--- src/rtl/coldata_i2c_v1_0.sv ---
// AXI-Lite controlled serial master for COLDATA: sends a 27-bit frame on scl/sda
// (differential data out), samples the returned bits and reports ack errors.
module coldata_i2c_v1_0 #(
  parameter int C_S00_AXI_DATA_WIDTH = 32,
  parameter int C_S00_AXI_ADDR_WIDTH = 5
) (
  input  logic                              s00_axi_aclk,
  input  logic                              s00_axi_areset,
  input  logic [C_S00_AXI_ADDR_WIDTH-1:0]   s00_axi_awaddr,
  input  logic [2:0]                        s00_axi_awprot,
  input  logic                              s00_axi_awvalid,
  output logic                              s00_axi_awready,
  input  logic [C_S00_AXI_DATA_WIDTH-1:0]   s00_axi_wdata,
  input  logic [C_S00_AXI_DATA_WIDTH/8-1:0] s00_axi_wstrb,
  input  logic                              s00_axi_wvalid,
  output logic                              s00_axi_wready,
  output logic [1:0]                        s00_axi_bresp,
  output logic                              s00_axi_bvalid,
  input  logic                              s00_axi_bready,
  input  logic [C_S00_AXI_ADDR_WIDTH-1:0]   s00_axi_araddr,
  input  logic [2:0]                        s00_axi_arprot,
  input  logic                              s00_axi_arvalid,
  output logic                              s00_axi_arready,
  output logic [C_S00_AXI_DATA_WIDTH-1:0]   s00_axi_rdata,
  output logic [1:0]                        s00_axi_rresp,
  output logic                              s00_axi_rvalid,
  input  logic                              s00_axi_rready,
  output logic                              scl,
  output logic                              sda_out_p,
  output logic                              sda_out_n,
  input  logic                              sda_in_p,
  input  logic                              sda_in_n
);
  localparam int DW = C_S00_AXI_DATA_WIDTH;

  typedef enum logic [2:0] {
    IDLE, START, BIT_LOW, BIT_HIGH, STOP_LOW, STOP_HIGH, DONE
  } state_t;

  state_t          state;
  logic [DW-1:0]   ctrl_reg, tx_reg, div_reg, delay_reg;
  logic [DW-1:0]   rd_val;
  logic [2:0]      ar_idx;
  logic [7:0]      cnt, div_l, eff_delay;
  logic [3:0]      dly_l;
  logic [4:0]      idx, nxt_idx;
  logic [26:0]     frame, rx;
  logic [2:0]      ack_err;
  logic            busy, done, go_prev, stop_phase;
  logic            half_end;
  logic            unused;

  assign s00_axi_bresp = 2'b00;
  assign s00_axi_rresp = 2'b00;
  assign sda_out_n     = ~sda_out_p;

  assign half_end  = (cnt == div_l);
  assign eff_delay = ({4'b0, dly_l} > div_l) ? div_l : {4'b0, dly_l};
  assign nxt_idx   = idx - 5'd1;

  assign unused = ^{s00_axi_awprot, s00_axi_arprot, sda_in_n,
                    s00_axi_awaddr[1:0], s00_axi_araddr[1:0]};

  function automatic logic [DW-1:0] merge(input logic [DW-1:0] old,
                                          input logic [DW-1:0] data,
                                          input logic [DW/8-1:0] strb);
    logic [DW-1:0] res;
    res = old;
    for (int unsigned i = 0; i < DW / 8; i++)
      if (strb[i]) res[i*8 +: 8] = data[i*8 +: 8];
    return res;
  endfunction

  always_comb begin
    rd_val = '0;
    case (ar_idx)
      3'd0: rd_val = ctrl_reg;
      3'd1: rd_val = tx_reg;
      3'd2: rd_val = div_reg;
      3'd3: rd_val = {{(DW-5){1'b0}}, ack_err, done, busy};
      3'd4: rd_val = {{(DW-27){1'b0}}, rx};
      3'd5: rd_val = delay_reg;
      default: rd_val = '0;
    endcase
  end

  // AXI-Lite slave: register file writes and read data path
  always_ff @(posedge s00_axi_aclk or posedge s00_axi_areset) begin
    if (s00_axi_areset) begin
      s00_axi_awready <= 1'b0;
      s00_axi_wready  <= 1'b0;
      s00_axi_bvalid  <= 1'b0;
      s00_axi_arready <= 1'b0;
      s00_axi_rvalid  <= 1'b0;
      s00_axi_rdata   <= '0;
      ar_idx          <= '0;
      ctrl_reg        <= '0;
      tx_reg          <= '0;
      div_reg         <= DW'(24);
      delay_reg       <= '0;
    end else begin
      if (s00_axi_bvalid && s00_axi_bready) s00_axi_bvalid <= 1'b0;
      if (!s00_axi_awready && s00_axi_awvalid && s00_axi_wvalid && !s00_axi_bvalid) begin
        s00_axi_awready <= 1'b1;
        s00_axi_wready  <= 1'b1;
        s00_axi_bvalid  <= 1'b1;
        case (s00_axi_awaddr[4:2])
          3'd0: ctrl_reg  <= merge(ctrl_reg,  s00_axi_wdata, s00_axi_wstrb);
          3'd1: tx_reg    <= merge(tx_reg,    s00_axi_wdata, s00_axi_wstrb);
          3'd2: div_reg   <= merge(div_reg,   s00_axi_wdata, s00_axi_wstrb);
          3'd5: delay_reg <= merge(delay_reg, s00_axi_wdata, s00_axi_wstrb);
          default: ;
        endcase
      end else begin
        s00_axi_awready <= 1'b0;
        s00_axi_wready  <= 1'b0;
      end

      if (s00_axi_rvalid && s00_axi_rready) s00_axi_rvalid <= 1'b0;
      if (s00_axi_arready) begin
        s00_axi_arready <= 1'b0;
        s00_axi_rvalid  <= 1'b1;
        s00_axi_rdata   <= rd_val;
      end else if (s00_axi_arvalid && !s00_axi_rvalid) begin
        s00_axi_arready <= 1'b1;
        ar_idx          <= s00_axi_araddr[4:2];
      end
    end
  end

  // Serial engine; every half-period lasts div_l+1 clocks
  always_ff @(posedge s00_axi_aclk or posedge s00_axi_areset) begin
    if (s00_axi_areset) begin
      state      <= IDLE;
      scl        <= 1'b1;
      sda_out_p  <= 1'b1;
      cnt        <= '0;
      div_l      <= '0;
      dly_l      <= '0;
      idx        <= '0;
      frame      <= '0;
      rx         <= '0;
      ack_err    <= '0;
      busy       <= 1'b0;
      done       <= 1'b0;
      go_prev    <= 1'b0;
      stop_phase <= 1'b0;
    end else begin
      go_prev <= ctrl_reg[0];
      case (state)
        IDLE: begin
          scl       <= 1'b1;
          sda_out_p <= 1'b1;
          if (ctrl_reg[0] && !go_prev) begin
            state     <= START;
            div_l     <= div_reg[7:0];
            dly_l     <= delay_reg[3:0];
            frame     <= tx_reg[26:0];
            rx        <= '0;
            ack_err   <= '0;
            done      <= 1'b0;
            busy      <= 1'b1;
            cnt       <= '0;
            idx       <= 5'd26;
            sda_out_p <= 1'b0;
          end
        end
        START: begin
          cnt <= cnt + 8'd1;
          if (half_end) begin
            cnt       <= '0;
            state     <= BIT_LOW;
            scl       <= 1'b0;
            sda_out_p <= frame[idx];
          end
        end
        BIT_LOW: begin
          cnt <= cnt + 8'd1;
          if (half_end) begin
            cnt   <= '0;
            state <= BIT_HIGH;
            scl   <= 1'b1;
          end
        end
        BIT_HIGH: begin
          cnt <= cnt + 8'd1;
          if (cnt == eff_delay) begin
            rx[idx] <= sda_in_p;
            if (sda_in_p) begin
              if (idx == 5'd0)  ack_err[2] <= 1'b1;
              if (idx == 5'd9)  ack_err[1] <= 1'b1;
              if (idx == 5'd18) ack_err[0] <= 1'b1;
            end
          end
          if (half_end) begin
            cnt <= '0;
            scl <= 1'b0;
            if (idx == 5'd0) begin
              state     <= STOP_LOW;
              sda_out_p <= 1'b0;
            end else begin
              state     <= BIT_LOW;
              idx       <= nxt_idx;
              sda_out_p <= frame[nxt_idx];
            end
          end
        end
        STOP_LOW: begin
          cnt <= cnt + 8'd1;
          if (half_end) begin
            cnt        <= '0;
            state      <= STOP_HIGH;
            scl        <= 1'b1;
            stop_phase <= 1'b0;
          end
        end
        STOP_HIGH: begin
          // first half holds sda low, second half releases it (the stop condition)
          cnt <= cnt + 8'd1;
          if (half_end) begin
            cnt <= '0;
            if (!stop_phase) begin
              stop_phase <= 1'b1;
              sda_out_p  <= 1'b1;
            end else begin
              state <= DONE;
              busy  <= 1'b0;
              done  <= 1'b1;
            end
          end
        end
        DONE: state <= IDLE;
        default: state <= IDLE;
      endcase
    end
  end
endmodule

--- config.mk ---
export PLATFORM = sky130hd
export DESIGN_NAME = coldata_i2c_v1_0
export DESIGN_NICKNAME = d
export VERILOG_FILES = /design/src/rtl/coldata_i2c_v1_0.sv
export SDC_FILE = /design/constraint.sdc
export NUM_CORES = 1
export LEC_CHECK = 0
export CAP_MARGIN = 20
export CORE_MARGIN = 1.5
export CORE_UTILIZATION = 53
export CTS_CLUSTER_DIAMETER = 30
export DETAILED_ROUTE_END_ITERATION = 12
export HOLD_SLACK_MARGIN = 0.08
export PLACE_DENSITY_LB_ADDON = 0.3
export SYNTH_ARGS = -nofsm -noshare
export SYNTH_HDL_FRONTEND = slang
export SYNTH_SLANG_ARGS = --single-unit
--- constraint.sdc ---
create_clock -name s00_axi_aclk -period 8.7 [get_ports s00_axi_aclk]
set_clock_uncertainty 0.05 [all_clocks]
set_input_delay 1.305 -clock s00_axi_aclk [delete_from_list [all_inputs] [get_ports s00_axi_aclk]]
set_output_delay 1.305 -clock s00_axi_aclk [all_outputs]
set_load 0.01 [all_outputs]
# [Yosys cells after proc, flatten, opt, wreduce, memory -nomap -nowiden]
# Index checks and enable logic that the tools add are counted.
[op_classes] add_sub_neg=2 magnitude_cmp=4 eq_ne=33 muxes=61 bitwise=2 reduce_logical=56
[ops] op="one-hot mux 32 bit (6 select lines)" n=1
[ops] op="AND reduction 3 bit" n=19
[ops] op="two-way mux 27 bit" n=2
[ops] op="one-hot mux 27 bit (2 select lines)" n=1
[ops] op="two-way mux 3 bit" n=11
[ops] op="inequality test 2 bit (second input constant)" n=14
[ops] op="bitwise mux 27 bit" n=1
[ops] op="two-way mux 1 bit" n=27
[ops] op="two-way mux 8 bit" n=3
[ops] op="AND reduction 5 bit" n=4
[ops] op="one-hot mux 3 bit (6 select lines)" n=1
[ops] op="equality test 8 bit" n=2
[ops] op="one-hot mux 8 bit (2 select lines)" n=1
[ops] op="equality test 3 x 2 -> 1 bit (second input constant)" n=5
[ops] op="equality test 3 bit (second input constant)" n=5
[ops] op="two-way mux 5 bit" n=3
[ops] op="less-than comparator 5 x 6 -> 1 bit (second input constant)" n=2
[ops] op="nonzero test 2 bit" n=6
[ops] op="binary-select mux 1 bit (select 5 bit)" n=2
[ops] op="one-hot mux 5 bit (2 select lines)" n=1
[ops] op="equality test 3 x 1 -> 1 bit (second input constant)" n=3
[ops] op="logical NOT 3 bit" n=3
[ops] op="adder 8 x 1 -> 8 bit (second input constant)" n=1
[ops] op="> comparator 4 x 8 -> 1 bit" n=1
[ops] op="other kinds (21)" n=39
[word_totals] reg_bits=258 inputBits=61 word_cells=196

# [Logic depth before layout (Yosys ltp)]
# Gate-level depths: netlist (run 1).
[depth] word_depth=7 mapped_depth=12 depth_no_buf=9

# [Worst setup path after synthesis (run 1)]
# Ideal clock, no wire load.
[synth_path] path_type="input to register" startpoint="input s00_axi_wvalid" endpoint="register div_reg[0]" setup_ns=0.125 arrival_time_ns=2.609 t_required_ns=8.525 path_slack_ns=5.917 path_stages=5 path_buffers=1 cell_sequence="nor4bb_1 > and2_0 > clkbuf_1 > nand2_1 > mux2_2"
[synth_via] elab_chain_cells=3
[synth_rtl] item="from (decl)" line_no="15" rtl="input logic s00_axi_wvalid,"
[synth_rtl] item="logical AND 1 bit (2 in a row)" line_no="103" rtl="if (!s00_axi_awready && s00_axi_awvalid && s00_axi_wvalid && !s00_axi_bvalid) begin"
[synth_rtl] item="AND reduction 3 bit (no source line)"
[synth_rtl] item="to (signal assigned)" line_no="110" rtl="3'd2: div_reg <= merge(div_reg, s00_axi_wdata, s00_axi_wstrb);"
[synth_rtl] item="to (decl)" line_no="41" rtl="logic [DW-1:0] ctrl_reg, tx_reg, div_reg, delay_reg;"
# No other way between the ends.
# A chain may end at the register's enable or synchronous reset.

# [Worst setup path after layout (run 1)]
[layout_path] startpoint="register state[2]" endpoint="register rx[25]"
[layout_via] elab_chain_cells=3
[layout_rtl] item="from (decl)" line_no="40" rtl="state_t state;"
[layout_rtl] item="from (signal assigned)" line_no="134" rtl="state <= IDLE;"
[layout_rtl] item="from (signal assigned)" line_no="155" rtl="state <= START;"
[layout_rtl] item="from (signal assigned)" line_no="172" rtl="state <= BIT_LOW;"
[layout_rtl] item="equality test 3 x 2 -> 1 bit / logical NOT 3 bit (equally long branches)" line_no="150" rtl="case (state)"
[layout_rtl] item="inequality test 2 bit (no source line) / nonzero test 2 bit (equally long branches)"
[layout_rtl] item="AND reduction 3 bit (no source line)"
[layout_rtl] item="to (signal, indexed assignment)" line_no="188" rtl="rx[idx] <= sda_in_p;"
[layout_rtl] item="to (decl)" line_no="47" rtl="logic [26:0] frame, rx;"
# Parallel ways exist; a longest one is shown, timed or not.

==> results of run 1 <==
-- worst max-delay path: cells and delay by family, from the launching register on --
kind | cells | cell delay (ns)
simple gates | 5 | 1.93
compound gates | 1 | 0.44
buf+inv | 1 | 0.24
flops | 1 | 0.53
mux | 1 | 0.42
-- final timing paths --
kind	depth (start not counted)	end	slack (ns)
max	8	rx[25]$_DFFE_PP0P_	4.95
min	0	go_prev$_DFF_PP0_	0.42
max reg2reg	8	rx[25]$_DFFE_PP0P_	4.95
min reg2reg	0	go_prev$_DFF_PP0_	0.42
max in group asynchronous	3	s00_axi_arready$_DFF_PP0_	5.88
min in group asynchronous	2	s00_axi_rdata[10]$_DFFE_PP0P_	1.25
-- power breakdown --
| part | total (mW) | internal, mW | switching (mW) |
|---|---|---|---|
| clock network | 2.04 | 1.39 | 0.651 |
| registers | 1.83 | 1.53 | 0.294 |
| logic | 1.85 | 0.868 | 0.981 |
-- cells by family (layout without fill, tap and decap cells) --
logic type / Yosys count / in the layout / share of synthesized area
other: 1 / 4 / 0.0003012
adder cells (fa/ha/maj): 11 / 11 / 0.01085
XOR/XNOR: 19 / 19 / 0.01337
AND/OR/NAND/NOR: 360 / 360 / 0.1323
buffers and inverters: 87 / 212 / 0.03015
multiplexers: 185 / 185 / 0.1918
AO/OA/AOI/OAI: 200 / 200 / 0.1022
flip-flops: 258 / 258 / 0.5189
-- metrics by stage --
stage          hold slack [ns]  worst slack (ns)
6_report                0.4178             4.948
5_1_grt                 0.4359             4.823
4_1_cts                 0.4167             4.785
3_5_place_dp            0.4090             4.795
3_3_place_gp            0.3960             4.841
2_1_floorplan           0.3454            0.2532
-- layout make-up --
class                   count  share of cell area
well taps                 313             0.02544
inverters                  14            0.003901
repair buffers            102             0.06600
flip-flops and latches    258              0.4200
multi-input cells         779              0.3659
clock inverters            25             0.02300
clock buffers              71             0.09575
-- synthesized netlist by cell type, types with 5 or more instances --
library cell and number:
sky130_fd_sc_hd__nand2b_1 9, sky130_fd_sc_hd__a31oi_1 6, sky130_fd_sc_hd__mux2_2 145, sky130_fd_sc_hd__ha_1 10, sky130_fd_sc_hd__a22oi_1 17, sky130_fd_sc_hd__buf_1 10, sky130_fd_sc_hd__nor3b_1 9, sky130_fd_sc_hd__o21ai_0 25
sky130_fd_sc_hd__buf_4 6, sky130_fd_sc_hd__o221ai_1 12, sky130_fd_sc_hd__xor2_1 13, sky130_fd_sc_hd__clkbuf_1 51, sky130_fd_sc_hd__nand4_1 5, sky130_fd_sc_hd__a21oi_1 79, sky130_fd_sc_hd__dfrtp_1 254, sky130_fd_sc_hd__nand3_1 15
sky130_fd_sc_hd__nor3_1 32, sky130_fd_sc_hd__nor2b_1 26, sky130_fd_sc_hd__nor2_1 46, sky130_fd_sc_hd__a211o_1 22, sky130_fd_sc_hd__and2_1 5, sky130_fd_sc_hd__nand2_1 185, sky130_fd_sc_hd__xnor2_1 6, sky130_fd_sc_hd__inv_1 14
sky130_fd_sc_hd__mux2i_1 11, sky130_fd_sc_hd__mux4_2 28, sky130_fd_sc_hd__o21a_1 15, sky130_fd_sc_hd__a21o_1 7
-- layer usage --
layer  up-vias  global-route usage
li1       4162                   -
met1      4681              0.3692
met2       289              0.4421
met3        62             0.05289
met4         0             0.07891
met5         -                   0
==> summary by stage, run 1 <==
CTS
The clock drives between 200 and 300 sinks. In this run, post-CTS repair resized a total of 0 instances. The depth of the CTS H-tree is 2.

TritonCTS built the clock tree. No sink is reached through more buffers than the 3 on the longest clock path. The number of buffers created by CTS is 52. Clock tree synthesis selected as its root buffer the cell sky130_fd_sc_hd__clkbuf_16. Clock latency on the worst-skew pair, taken at its later pin, is between 0.5 and 0.6 ns. The number of setup buffers added after CTS is 0. The clock transition time at the flip-flop clock pins of the worst setup and hold paths is 0.05 ns. The number of hold-repair buffers added at the cts stage is 0.

Yosys
The number of flops mapped to enable cells by yosys is 0. The synthesized design spends more area on one cell type than any other, namely sky130_fd_sc_hd__dfrtp_1. The number of distinct library cells after synthesis is between 50 and 60. Counting flops with an async set or reset pin after synthesis yields a share of 1.000. The flip-flop cell with the highest count after synthesis is sky130_fd_sc_hd__dfrtp_1. In this run the cell area of the synthesized design comes to about 12000 um2. The portion of the post-synthesis area used by sequential elements is 0.5189.

The count of mapped cells out of synthesis is between 1000 and 1500. By area the synthesized netlist is led by sky130_fd_sc_hd__dfrtp_1 (51%), sky130_fd_sc_hd__mux2_2 (13%), sky130_fd_sc_hd__nand2_1 (5.6%). The synthesized flop and latch total is 258. Each instance of the synthesized netlist takes up on average 11.11 um2. Of the post-synthesis cell area, the dominant cell type holds 0.5105. For this run, the number of Yosys warnings is 0.

Die
The total area inside the core boundary comes to 22850 um2. The die area is 24420 um2. The floorplan die height is 156.3 um. After floorplanning, the core was divided into 55 placement rows. 105 I/O pins were placed. The overall die width is 156.3 um.

The initial utilization of the core area, before any placement, comes to 0.5450.

Global routing
The initial antenna violation count came to 0. The overall fraction of global-route tracks in use is 0.2705. Global routing finished with a remaining overflow of 0. The maximum number of pins on one net before global-route repair is 107. The first global-routing pass estimated 51600 um of wire. The via count of the first global-routing pass was 9599.

Drt
In this run the remaining antenna-violating nets after routing total 0. After detailed routing, the average wire length per cell comes to 20.29 um. Wire segments on met2 add up to 15640 um in the final route. The routed design uses 1841 um of met3 wire. The detailed-route vias per instance is 5.886.

For this block, the routed nets add up to between 30000 and 40000 um of wire. The final route contains 9194 vias. The detailed router used layers up to and including met4.

In the final routing, the length of wire on met1 measures 13630 um. The first detailed-routing pass ran for 5 iterations. For this run, design rule violations remaining after detail routing come to 0. After the first detailed-routing iteration, the DRC count stood at 684.

Finish
In the layout the commonest cells are sky130_fd_sc_hd__dfrtp_1 (251), sky130_fd_sc_hd__nand2_1 (185), sky130_fd_sc_hd__mux2_2 (145), sky130_fd_sc_hd__clkdlybuf4s50_1 (89), sky130_fd_sc_hd__a21oi_1 (79). The core utilization of the finished layout is 0.6738. The number of fillers in the final layout is 1723. The layout overhead on the synthesized area is 23.64%. Registers take 6465 um2.

The most frequent standard cell in the layout excluding fill and tap cells is sky130_fd_sc_hd__dfrtp_1. After the last flow step, the layout net total stands at 1278. The final non-filler cell area is ~15000 um2.

In the final layout, the share of cells above drive strength 1 is 0.2290. Summing all multi-input logic gate instances after layout gives about 5600 um2. 0 antenna diodes ended up in the layout.

The non-filler instance count after layout is around 1600.

Critical path
The nature of the critical path endpoint is a flop. Along the worst path, the maximum fanout reaches 33. For this run, the slowest stage of the critical path takes just under 0.8 ns. The slowest stage of the critical path belongs to the cell sky130_fd_sc_hd__and3b_1. For the worst setup path, the data required time is 9.08 ns.

Walking the worst path, the cells encountered are and3b_1 -> buf_8 -> and3_1 -> nand4_1 -> or3_1 -> mux2_4 -> and2_1 -> a211o_1. The launching instance or port of the critical path is state[2]$_DFFE_PP0P_. STA classifies the critical path startpoint as a flop. By startpoint and endpoint, the worst setup path is classified as reg2reg. The source of the worst register-to-register timing path is state[2]$_DFFE_PP0P_. The worst path arrival time is a little over 4 ns.

Placement
The HPWL after detailed placement is about 20000 um. The number of buffers inserted by port buffering is roughly 90. The congestion estimate from routability-driven global placement came to 0.8314. Including well taps, the total number of placed cells is 1464. The total cell area at the placement stage is between 10000 and 15000 um2.

Power and ir drop
Power spread over the standard cell area amounts to 371.7 nW/um2. The total leakage power is 6.920 nW. The total power of the final layout is about 5.7 mW. The largest vdd supply drop is 0.0003590 V.

STA
The number of pins exceeding their max-slew limit in the final report is 0. Setup repair after global routing left no endpoint under its margin. The share of the cycle needed by the critical path after routing is 0.4312. The time the worst path needs with I/O delays and setup is 3.752 ns. The final count of negative-setup-slack endpoints is 0. Setup total negative slack on the finished layout was measured at 0 ns.

Based on the critical path, the design can be clocked at up to 0.2666 GHz. The final-report hold violation count is 0. At the pin with the least slew margin, the transition time is 1.042 ns. Measured against its own limit, the worst slew margin works out to 0.3053.

Hold path
The classification of the worst-slack hold path is reg2reg. The startpoint identified for the worst hold timing path is ctrl_reg[0]$_DFFE_PP0P_.

Outcome
The run finished with clean final reports.

Flow run
The count of maximum capacitance violations is 0.
(Power assumes the default switching activity.)
==> inputs of run 2 (changes only) <==
--- a/config.mk
+++ b/config.mk
@@ -7,7 +7,7 @@
 export LEC_CHECK = 0
 export CAP_MARGIN = 20
 export CORE_MARGIN = 1.5
-export CORE_UTILIZATION = 53
+export CORE_UTILIZATION = 58
 export CTS_CLUSTER_DIAMETER = 30
 export DETAILED_ROUTE_END_ITERATION = 12
 export HOLD_SLACK_MARGIN = 0.08
==> constraint.sdc (replaced) <==
create_clock -name s00_axi_aclk -period 3.9 [get_ports s00_axi_aclk]
set_clock_uncertainty 0.05 [all_clocks]
set_input_delay 0.585 -clock s00_axi_aclk [delete_from_list [all_inputs] [get_ports s00_axi_aclk]]
set_output_delay 0.585 -clock s00_axi_aclk [all_outputs]
set_load 0.01 [all_outputs]
==> summary by stage, run 2 (same netlist as run 1, synthesis figures left out) <==
Outcome
The run finished with clean final reports.

Global routing
The maximum number of pins on one net before global-route repair is 103. The initial antenna violation count is 0. The via count of the first global-routing pass is 9884. The wire length of the first global-routing pass is 51980 um.

For this run the aggregate overflow at the end of global routing stands at 0. The overall fraction of global-route tracks in use is 0.3012.

CTS
The maximum clock insertion buffer count is 3. CTS placed an instance of sky130_fd_sc_hd__clkbuf_16 at the clock tree root. Clock latency on the worst-skew pair, taken at its later pin, is roughly 0.56 ns. Clock-pin slew was measured on the worst setup and hold paths at 0.05 ns. Buffers added to address setup during post-CTS repair amount to 0. The number of hold buffers added after CTS was 0. The number of resized instances in the post-cts repair step is 0. TritonCTS built the clock tree. The number of buffers created by CTS is 51. In this run the number of H-tree levels came out at 2. The number of clock sinks seen by CTS is 258.

Critical path
Across all register-to-register paths, the minimum setup slack is 0.78 ns. The capture instance of the worst register-to-register path is rx[20]$_DFFE_PP0P_. In this run the critical register-to-register path is launched from div_l[1]$_DFFE_PP0P_. The nature of the critical path endpoint is a flop. Along the worst path, the maximum fanout reaches 33. STA puts the critical path data arrival time at roughly 3.6 ns. The critical path in this run is classified as reg2reg. The required time of the critical path is 4.33 ns. The worst-case reg-to-reg path depth is 9. The kind of start point of the critical path is a flop.

Finish
The layout overhead on the synthesized area is 24.41%. In the final layout, the share of cells above drive strength 1 is 0.2377. The final layout net count is between 1000 and 1500. The number of diodes is 0.

The top cell types in the final layout, fill and taps aside, are sky130_fd_sc_hd__dfrtp_1 (251), sky130_fd_sc_hd__nand2_1 (185), sky130_fd_sc_hd__mux2_2 (145), sky130_fd_sc_hd__clkdlybuf4s50_1 (89), sky130_fd_sc_hd__a21oi_1 (79). The library cell used most frequently in the layout, excluding fill and tap cells, is sky130_fd_sc_hd__dfrtp_1. The non-filler instance count after layout is 1533.

Placement
Routability-driven placement finished with a final weighted congestion of 0.8802. The number of instances in the placed design is 1437. The HPWL after detailed placement is between 20000 and 25000 um. The number of buffers inserted by port buffering is between 80 and 90.

Drt
The routed wire length per instance is 21.16 um. The first-pass iteration count of the detailed router is 5. The DRC violation count after routing is 0. The final wirelength is 32430 um. The detailed-route vias per instance is 6.202. The number of DRC markers after the initial detailed-route iteration is around 700.

The number of nets with antenna violations after routing is 0. The via count is roughly 9500.

Die
The number of top-level pins is between 100 and 150. The core area is between 20000 and 25000 um2. The floorplan die height is 149.5 um. From left edge to right edge, the die measures 149.5 um.

The standard-cell row count is 53. The effective utilization at floorplan is 0.5923. The die covers 22350 um2.

Flow run
The count of maximum capacitance violations is 0.

STA
Setup repair after global routing left no endpoint under its margin. The time the worst path needs with I/O delays and setup is approximately 3.1 ns. In the finished design, the share of the clock period the worst path needs comes to 0.8009.

For the pin with the worst max-slew slack, the measured transition is 1.067 ns. The final-report hold violation count was 0. The achievable clock frequency is between 0.3 and 0.4 GHz. Setup violations remaining at the end of the flow were counted as 0. The number of pins exceeding their max-slew limit in the final report is 0. The worst slew margin relative to its limit is 0.2888.

Hold path
In this run the worst hold path is classified as in2async.

Power and ir drop
The largest vdd supply drop is 0.0005031 V. Dividing total power by cell area gives a power density of 843.7 nW/um2. Summing internal, switching and leakage power gives around 13 mW.

In this run the static leakage power is 7.001 nW.
==> run 2: how the worst max path moves through the flow <==
stage / from / cells after the start / to
detailed placement: s00_axi_wvalid / 5 / delay_reg[3]$_DFFE_PP0P_
finish: div_l[1]$_DFFE_PP0P_ / 9 / rx[20]$_DFFE_PP0P_
CTS: div_l[1]$_DFFE_PP0P_ / 9 / rx[20]$_DFFE_PP0P_
global placement: s00_axi_wvalid / 5 / div_reg[1]$_DFFE_PP0P_
floorplan: s00_axi_areset / 1 / ack_err[0]$_DFFE_PP0P_
global route: div_l[1]$_DFFE_PP0P_ / 9 / rx[20]$_DFFE_PP0P_
==> run 2: where the power goes <==
group	internal (mW)	switching, mW	total [mW]	leakage [nW]
logic	1.95	2.19	4.15	2.83
registers	3.42	0.717	4.14	3.26
clock network	3.24	1.55	4.79	0.913
total	8.61	4.46	13.1	7.00
==> run 2: final cells by class <==
| class | instances | area, um2 |
|---|---|---|
| clock buffer | 62 | 1389 |
| multi-input combinational | 779 | 5630 |
| sequential | 258 | 6465 |
| tap | 275 | 344.1 |
| inverter | 14 | 56.30 |
| fill | 1341 | 5532 |
| clock inverter | 34 | 524.3 |
| timing repair buffer | 111 | 1081 |
==> run 2: worst max-delay path, stage by stage, from the launching register on <==
cell and delay [ns]:
sky130_fd_sc_hd__dfrtp_1 0.35, sky130_fd_sc_hd__inv_1 0.06, sky130_fd_sc_hd__ha_1 0.31, sky130_fd_sc_hd__nor2b_1 0.14
sky130_fd_sc_hd__o21a_1 0.16, sky130_fd_sc_hd__o21a_1 0.16, sky130_fd_sc_hd__o211ai_1 0.20, sky130_fd_sc_hd__mux2_4 0.44
sky130_fd_sc_hd__and2_1 0.90, sky130_fd_sc_hd__a211o_1 0.26
==> run 2: through the flow <==
stage                     utilization  setup slack [ns]  instance area [um2]  setup TNS (ns)  hold WS, ns
after floorplan                     -           -0.1313                12470          -33.36       0.3454
after global placement         0.6459            0.8951                13580               0       0.3898
after detailed placement       0.6459            0.8291                13580               0       0.3941
after CTS                      0.7369            0.8134                15490               0       0.2326
after global routing           0.7369            0.5975                15490               0       0.2480
final                          0.7369            0.7764                15490               0       0.2397
==> run 2: routing by layer <==
metal	GRT usage	vias up	wire, um
met5	0.006818	-	0
met4	0.1386	0	1097
met3	0.07835	102	2980
met2	0.4740	448	15620
met1	0.3918	4768	12740
li1	-	4190	-
==> inputs of run 3 (changes only) <==
==> constraint.sdc (replaced) <==
create_clock -name s00_axi_aclk -period 3 [get_ports s00_axi_aclk]
set_clock_uncertainty 0.05 [all_clocks]
set_input_delay 0.45 -clock s00_axi_aclk [delete_from_list [all_inputs] [get_ports s00_axi_aclk]]
set_output_delay 0.45 -clock s00_axi_aclk [all_outputs]
set_load 0.01 [all_outputs]
==> summary by stage, run 3 (same netlist as run 1, synthesis figures left out) <==
Drt
After detailed routing, the average wire length per cell comes to 21.28 um. In this run the remaining antenna-violating nets after routing total 0. For this run, design rule violations remaining after detail routing come to 0. The first detailed-routing pass ran for 6 iterations. The number of DRC markers after the initial detailed-route iteration is 779.

Summed over all layers, the routed wires come to 33300 um. The detailed-route vias per instance is 6.112. The via count is 9566.

CTS
The number of hold-repair buffers added at the cts stage is 0. The depth of the CTS H-tree is 2. The master cell of the clock root buffer is sky130_fd_sc_hd__clkbuf_16. The clock transition time at the flip-flop clock pins of the worst setup and hold paths is 0.05 ns. The clock tree from TritonCTS is done. The number of setup buffers added after CTS is 0. Buffers inserted during clock tree synthesis total 54. The clock latency on the worst-skew pair is between 0.5 and 0.6 ns. The maximum clock insertion buffer count is 3. The number of clock sinks seen by CTS is 258.

Critical path
The launching instance or port of the critical path is div_l[1]$_DFFE_PP0P_. The worst setup path is captured at a flop. Walking the worst path, the cells encountered are inv_1 -> ha_1 -> nor2b_1 -> o21a_1 -> o21a_1 -> o211ai_1 -> mux2_4 -> and2_2 -> a211o_1. Counting both buffers and inverters, the worst setup path holds a total of 1. STA classifies the critical path startpoint as a flop.

The cell family contributing the most delay on the critical path is compound AO/OA/AOI/OAI gates. By startpoint and endpoint, the worst setup path is classified as reg2reg. The worst register-to-register path has a depth of 9. The slowest cell on the critical path is sky130_fd_sc_hd__and2_2. The register-to-register setup slack is ~0.35 ns.

The worst register-to-register path ends at rx[21]$_DFFE_PP0P_. The worst path arrival time is 3.02 ns. For the worst setup path, the data required time is around 3.4 ns. The biggest fanout along the worst timing path is 25. The delay of the slowest cell on the worst path is slightly below 0.4 ns. Among the stages of the critical path, the cell type that occurs most often is sky130_fd_sc_hd__o21a_1. The source of the worst register-to-register timing path is div_l[1]$_DFFE_PP0P_.

STA
The number of pins exceeding their max-slew limit in the final report is 0. Adding up every negative setup slack in the final design gives 0 ns. Static timing analysis puts the maximum clock frequency at 0.3774 GHz. The final-report hold violation count is 0. The final worst-path setup slack is 0.3502 ns. Setup repair after global routing left no endpoint under its margin. Setup violations remaining at the end of the flow were counted as 0. The worst-case hold slack is 0.3008 ns. The smallest clock period supported by the final layout is computed as 2.650 ns.

The worst-margin pin slew is 1.089 ns. The worst slew margin relative to its limit is 0.2723. The share of the cycle needed by the critical path after routing is 0.8833.

Power and ir drop
The completed layout was analyzed and its total power is 17.07 mW. The worst-case IR drop observed on VDD is 0.0007024 V. For this design the ratio of total power to cell area is ~1100 nW/um2. The analysis attributes to cell leakage a power of 7.160 nW.

Finish
The layout has 1300 filler cells. From synthesis to final layout, the design area changed by 26.39%. The fraction of final layout cells sized beyond drive strength 1 is 0.2558. The repair_antennas step left the layout with diodes totalling 0. Leaving out fill and tap cells, the most frequent cell in the layout is sky130_fd_sc_hd__dfrtp_1. The library cells used most frequently in the layout, excluding fill and tap cells, are sky130_fd_sc_hd__dfrtp_1 (251), sky130_fd_sc_hd__nand2_1 (185), sky130_fd_sc_hd__mux2_2 (145), sky130_fd_sc_hd__clkdlybuf4s50_1 (89), sky130_fd_sc_hd__a21oi_1 (79). The non-filler instance count after layout is 1565.

The core utilization of the finished layout is 0.7486. The final layout net count is 1316. After routing the design area is roughly 16000 um2.

Global routing
The maximum number of pins on one net before global-route repair is 55. The initial antenna violation count is 0. In the global route stage, overall resource usage came out at 0.3118. The via count of the first global-routing pass was 10007. The global route total overflow is 0. The first global-routing pass estimated ~54000 um of wire.

Flow run
The tool flagged a number of max-cap violations equal to 0.

Outcome
The flow ran to the end, and the final reports show no timing, DRC or antenna violations.

Die
The floorplan step defined a die boundary enclosing 22350 um2. The core region is 21020 um2. The effective utilization at floorplan is 0.5923. The number of top-level pins is 105. The overall die width is 149.5 um. The floorplan has 53 rows. Measured along the y axis, the die boundary spans 149.5 um.

Hold path
The classification of the worst-slack hold path is in2async.

Placement
Including well taps, the total number of placed cells is 1464. The HPWL after detailed placement is 21110 um. The pre-CTS setup slack is 0.2139 ns.

At the end of routability-driven placement, the weighted congestion stood at 0.8411. The total cell area at the placement stage is 13840 um2. The number of buffers inserted by port buffering is 89.
[run 3: report_power, final]
| part | internal (mW) | total, mW | switching, mW |
|---|---|---|---|
| Sequential | 4.45 | 5.29 | 0.836 |
| Combinational | 2.64 | 5.65 | 3.01 |
| Clock | 4.19 | 6.13 | 1.94 |
[run 3: per-layer routing]
| metal | wire, um | part of all wire | track usage | vias to the layer above |
|---|---|---|---|---|
| li1 | - | - | - | 4250 |
| met4 | 997 | 0.030 | 0.1183 | 0 |
| met2 | 16350 | 0.49 | 0.5012 | 443 |
| met5 | 0 | 0 | 0 | - |
| met3 | 2275 | 0.068 | 0.05762 | 87 |
| met1 | 13670 | 0.41 | 0.4234 | 4786 |
[run 3: how the worst max path moves through the flow]
stage,cells past startpoint,to,slack (ns)
floorplan,1,ack_err[0]$_DFFE_PP0P_,-0.90
global placement,9,rx[13]$_DFFE_PP0P_,0.26
detailed placement,9,rx[2]$_DFFE_PP0P_,0.21
CTS,9,rx[21]$_DFFE_PP0P_,0.17
global route,9,rx[20]$_DFFE_PP0P_,0.21
finish,9,rx[21]$_DFFE_PP0P_,0.35
[run 3: repair_timing]
action,in CTS,in global routing
endpoints found under the setup margin,0,2
hold endpoints to repair,0,0
gates resized for setup,0,1
[run 3: area by class of cell]
cell class | instances | area [um2] | share of cell area
inverters | 14 | 56.30 | 0.003578
well taps | 275 | 344.1 | 0.02187
clock buffers | 66 | 1446 | 0.09191
clock inverters | 35 | 446.7 | 0.02839
flip-flops and latches | 258 | 6465 | 0.4108
repair buffers | 138 | 1346 | 0.08555
multi-input cells | 779 | 5632 | 0.3579
[run 3: worst register-to-register path, delay by kind of cell (launching register included)]
family	cells	cell delay (ns)
flip-flops	1	0.35
adder cells (fa/ha/maj)	1	0.30
buffers and inverters	1	0.06
multiplexers	1	0.34
AND/OR/NAND/NOR	2	0.52
AO/OA/AOI/OAI	4	0.91
